[config.mk]
export PLATFORM = sky130hd
export DESIGN_NAME = bcd_serial_converter
export DESIGN_NICKNAME = d
export VERILOG_FILES = /design/src/rtl/bcd_serial_converter.sv
export SDC_FILE = /design/constraint.sdc
export NUM_CORES = 1
export LEC_CHECK = 0
export CAP_MARGIN = 40
export CORE_ASPECT_RATIO = 0.9
export CORE_UTILIZATION = 57
export DETAILED_ROUTE_END_ITERATION = 7
export GPL_TIMING_DRIVEN = 0
export PLACE_DENSITY_LB_ADDON = 0.3
export SYNTH_ARGS = -nofsm -noshare
export SYNTH_HDL_FRONTEND = slang
export SYNTH_SLANG_ARGS = --single-unit
[constraint.sdc]
create_clock -name clk -period 2 [get_ports clk]
set_input_delay 0.2 -clock clk [delete_from_list [all_inputs] [get_ports clk]]
set_output_delay 0.2 -clock clk [all_outputs]
set_load 0.02 [all_outputs]
[src/rtl/bcd_serial_converter.sv]
// Serial signed binary-to-BCD converter.
// It uses iterative double-dabble and handles one input bit per clock.
// A two's-complement word is sampled on start. Its magnitude is shifted MSB-first
// into a 10-digit BCD accumulator through a single add-3/shift slice.
// After WIDTH shift cycles, the low DIGITS digits, an overflow flag and the sign
// are published for one DONE cycle. They are then held until the next result.
module bcd_serial_converter #(
    parameter int WIDTH  = 32,
    parameter int DIGITS = 7
) (
    input  logic                  clk,
    input  logic                  rst_n,
    input  logic                  start,
    input  logic [WIDTH-1:0]      value,
    output logic                  busy,
    output logic                  done,
    output logic                  neg,
    output logic                  ovf,
    output logic [4*DIGITS-1:0]   bcd
);

    localparam int ACC_DIGITS = 10;
    localparam int ACC_W      = 4 * ACC_DIGITS;
    localparam int CW         = $clog2(WIDTH);

    typedef enum logic [1:0] {
        IDLE  = 2'd0,
        SHIFT = 2'd1,
        DONE  = 2'd2
    } state_t;

    state_t             state;
    state_t             state_next;
    logic               accept;
    logic [ACC_W-1:0]   acc;
    logic [ACC_W-1:0]   acc_adj;
    logic [ACC_W-1:0]   acc_shift;
    logic [WIDTH-1:0]   mag;
    logic [WIDTH-1:0]   mag_in;
    logic [CW-1:0]      count;
    logic               sign_pend;

    // Unsigned magnitude of the incoming word; the most negative value wraps to 2^(WIDTH-1).
    assign mag_in = value[WIDTH-1] ? (~value + WIDTH'(1)) : value;

    // Double-dabble slice: correct every digit >= 5, then shift the next magnitude bit in.
    always_comb begin
        acc_adj = acc;
        for (int i = 0; i < ACC_DIGITS; i++) begin
            if (acc[4*i +: 4] >= 4'd5) begin
                acc_adj[4*i +: 4] = acc[4*i +: 4] + 4'd3;
            end
        end
        acc_shift = {acc_adj[ACC_W-2:0], mag[WIDTH-1]};
    end

    // Next-state logic; a new request is taken in IDLE or straight out of DONE.
    always_comb begin
        // NOTE: every signal gets a default first so no path leaves it unassigned (no latch).
        state_next = state;
        accept     = 1'b0;
        unique case (state)
            IDLE: begin
                if (start) begin
                    accept     = 1'b1;
                    state_next = SHIFT;
                end
            end
            SHIFT: begin
                if (count == '0) begin
                    state_next = DONE;
                end
            end
            DONE: begin
                if (start) begin
                    accept     = 1'b1;
                    state_next = SHIFT;
                end else begin
                    state_next = IDLE;
                end
            end
            default: state_next = IDLE;
        endcase
    end

    // State register and datapath.
    // Results are loaded on the final shift edge so they are valid throughout DONE.
    always_ff @(posedge clk or negedge rst_n) begin
        if (!rst_n) begin
            state     <= IDLE;
            acc       <= '0;
            mag       <= '0;
            count     <= '0;
            sign_pend <= 1'b0;
            neg       <= 1'b0;
            ovf       <= 1'b0;
            bcd       <= '0;
        end else begin
            // NOTE: non-blocking assignments so every register samples pre-edge values.
            state <= state_next;
            if (accept) begin
                mag       <= mag_in;
                acc       <= '0;
                count     <= CW'(WIDTH - 1);
                sign_pend <= value[WIDTH-1];
            end else if (state == SHIFT) begin
                acc <= acc_shift;
                mag <= {mag[WIDTH-2:0], 1'b0};
                if (count == '0) begin
                    bcd <= acc_shift[4*DIGITS-1:0];
                    ovf <= |(acc_shift >> (4 * DIGITS));
                    neg <= sign_pend;
                end else begin
                    count <= count - CW'(1);
                end
            end
        end
    end

    assign busy = (state != IDLE);
    assign done = (state == DONE);

endmodule

==> flow_summary.rst <==
.. list-table::
   :header-rows: 1

   * - Metric
     - Value
   * - Status
     - completed
   * - Core Util, Final
     - 71.8%
   * - Seq/Total Area, Yosys
     - 45.4%
   * - Cell Area, Synth
     - 6070 µm²
   * - Final RePlAce weighted congestion
     - 0.872
   * - Sum of negative setup slack
     - 0 ns
   * - Worst VDD drop
     - 0.000941 V
   * - Max-capacitance violation count
     - 0
   * - LEAKAGE
     - 0.00325 µW
   * - Startpoint of the lowest-slack register-to-register path
     - acc[37]
   * - Path category of the worst min-delay check
     - in -> reg
   * - DRT iter0 DRCs
     - 438
   * - Number of enable-type register cells in the synthesized netlist
     - 0
   * - Number of nets with antenna violations after routing
     - 0
   * - Maximum clock insertion buffer count
     - 2
   * - Syn_area_per_cell
     - 9.56 µm²
   * - Standard-cell row count
     - 35
   * - Vias post-DR
     - 5,250
   * - Top-level I/O count
     - 67
   * - Die area
     - 11,100 µm²
   * - Maximum fanout along the worst path
     - 6
   * - Logic depth of the worst register-to-register path
     - 7
   * - Cell with the most instances after synthesis
     - dfrtp_1
   * - Top-area cell type share of the netlist area
     - 45.4%
   * - Initial Utilization
     - 59.0%
   * - CP Launch Type
     - input port
   * - Average wire per standard cell
     - 18.3 µm
   * - Port Buffers
     - 64
   * - Arrival time at the worst endpoint
     - 2.21 ns
   * - Hold Vio Cnt, Final
     - 0
   * - Worst max-slew margin expressed relative to the limit
     - 51.7%
   * - Sum of routed wire length over all layers
     - 15,500 µm
   * - Wire length of the first global-routing pass
     - 25,700 µm
   * - Commonest cells in the synthesized netlist
     - dfrtp_1 (110), nand2_1 (72), o21ai_0 (65)
   * - Clock buffers created by TritonCTS
     - 9
   * - Clock transition at the registers of the reported paths
     - 0.07 ns
   * - Yosys Warn Count
     - 0
   * - Die extent in x
     - 111 µm
   * - Instance area at placement
     - 6900 µm²
   * - Crit Path Category
     - in -> reg
   * - Y dimension of the die
     - 99.9 µm
   * - Net count after synthesis
     - 692
   * - Syn-to-layout area delta
     - 21.8%
   * - Via count of the first global-routing pass
     - 5,155
   * - Post-route DRC violation count
     - 0
   * - Main flop type after synthesis
     - dfrtp_1
   * - Total congestion overflow
     - 0
   * - Tmin final
     - 1.99 ns
   * - Placed wire-length estimate
     - 10,900 µm
   * - Drt first pass iters
     - 5
   * - Overall global routing resource usage
     - 29.3%
   * - Fraction of final layout cells with drive strength greater than 1
     - 9.34%
   * - Total core area
     - 10,300 µm²
   * - Post-synthesis instance total
     - 635
   * - Upper clock frequency limit
     - 504 MHz
   * - Worst-margin pin slew
     - 0.721 ns
   * - Library cell with the largest summed area after synthesis
     - dfrtp_1
   * - Post-synth cell types
     - 49
   * - Insertion delay of the later-clocked pin in the worst-skew pair
     - 0.36 ns
   * - Antenna violations before repair
     - 0
   * - Power density of the placed cells
     - 1540 nW/µm²
   * - Capturing element type of the critical path
     - flip-flop
   * - Worst Hold Path Cells
     - 3
   * - Setup violation total in the final timing report
     - 0
   * - Via density per instance
     - 6.21
   * - Num Clock Sinks
     - 110
   * - Register-to-register setup slack
     - 0.12 ns
   * - TritonCTS clock tree
     - built
   * - Total inserted antenna cells
     - 0
   * - Number of pins exceeding their max-slew limit in the final report
     - 0
   * - Startpoint of the lowest-slack hold path
     - value[16]
   * - Final Net Count
     - 770
   * - Final design area excluding fillers
     - 7390 µm²
   * - Fraction of synthesis flops using an asynchronous set or reset pin
     - 100%
   * - Fin Clk Skew
     - 0.0104 ns
   * - Worst hold path endpoint
     - mag[16]
   * - Post-synthesis sequential element count
     - 110
   * - Cell at the root of the clock tree
     - clkbuf_16
   * - Maximum number of pins on one net before global-route repair
     - 61
   * - Unrepaired setup endpoints after global routing
     - yes
   * - R2r endpoint
     - ovf
   * - Leading cell types by total area after synthesis
     - dfrtp_1 (45%), o21ai_0 (5.4%), ha_1 (4.5%), nand2_1 (4.5%), a22o_1 (3.8%)
   * - H-tree levels
     - 3
   * - Final worst-path cycle share
     - 99.3%
   * - Worst EP required
     - 2.22 ns
==> worst max-delay path by stage <==
stage	from	to	cells after the start
6_report	value[2]	mag[26]	6
3_5_place_dp	value[0]	mag[26]	8
2_1_floorplan	value[0]	mag[26]	7
4_1_cts	count[0]	count[3]	7
5_1_grt	value[2]	mag[26]	6
3_3_place_gp	rst_n	bcd[14]	1
==> cells by family (layout without fill, tap and decap cells) <==
kind of cell,Yosys count,in the layout,synth area share (%)
flops,110,110,45.4
simple gates,186,186,16.1
xor+xnor,36,36,5.20
buf+inv,62,144,3.90
mux,19,19,3.20
fa+ha+maj,22,22,4.54
compound gates,200,200,21.7
==> layout make-up <==
type | count | area (µm²)
timing repair buffer | 68 | 692
buffer | 33 | 150
multi-input combinational | 463 | 3230
clock buffer | 11 | 243
clock inverter | 4 | 56.3
inverter | 28 | 105
tap | 129 | 161
fill | 742 | 2900
sequential | 110 | 2750
==> where the power goes <==
part | leakage [µW] | switching, µW | internal [µW]
sequential | 0.00140 | 803 | 3190
combinational | 0.00171 | 3120 | 2400
clock | 0.000146 | 829 | 1010
==> placed cells by master, fill, tap and decap left out, drive strengths merged, types with 2 or more instances in the layout <==
| master | count |
|---|---|
| a211oi | 5 |
| a21o | 13 |
| a21oi | 31 |
| a22o | 26 |
| a22oi | 17 |
| a31oi | 4 |
| a32o | 8 |
| buf | 12 |
| clkbuf | 36 |
| clkdlybuf4s50 | 58 |
| clkinv | 2 |
| dfrtp | 110 |
| dlygate4sd2 | 3 |
| dlymetal6s2s | 2 |
| ha | 22 |
| inv | 29 |
| mux2 | 3 |
| mux2i | 16 |
| nand2 | 72 |
| nand2b | 13 |
| nand3 | 3 |
| nand3b | 2 |
| nand4 | 4 |
| nor2 | 21 |
| nor2b | 22 |
| nor3 | 17 |
| nor3b | 7 |
| nor4 | 8 |
| o21ai | 69 |
| o22ai | 7 |
| o31ai | 12 |
| o41ai | 4 |
| or3 | 2 |
| or3b | 3 |
| or4 | 7 |
| xnor2 | 12 |
| xor2 | 24 |
==> metal layers <==
layer	up-vias	GRT usage, %	share of wire, %
li1	2438	-	-
met1	2604	38.5	45
met2	178	50.0	48
met3	30	5.31	5.2
met4	0	9.03	1.8
met5	-	0	0
==> stage by stage <==
stage	power, µW	hold WS [ns]	cells	worst slack [ns]
2_1_floorplan	7550	-0.0956	635	0.192
6_report	11400	0.299	846	0.0149
5_1_grt	12100	0.292	846	-0.0483
4_1_cts	11200	0.339	844	0.0103
3_5_place_dp	9270	0.294	829	-0.563
3_3_place_gp	8920	0.460	828	-3.42
==> worst max-delay path, stage by stage <==
cell and delay, ns:
clkdlybuf4s50_1 0.53, or3b_4 0.49, or4_1 0.43, o31ai_2 0.28
xor2_1 0.17, o21ai_0 0.09
==> timing repair <==
item,CTS,global route
setup buffers,0,2
endpoints found under the hold margin,50,0
pin swaps,1,5
endpoints found under the setup margin,68,50
resized for setup,20,33
hold buffers,1,0
==> flip-flops by register name, summed over array words and instances, names as in the netlist <==
name	count
bcd	28
neg	1
mag	32
ovf	1
count	5
sign_pend	1
state	2
acc	40
Note: power is estimated with default switching activity, not from simulation.
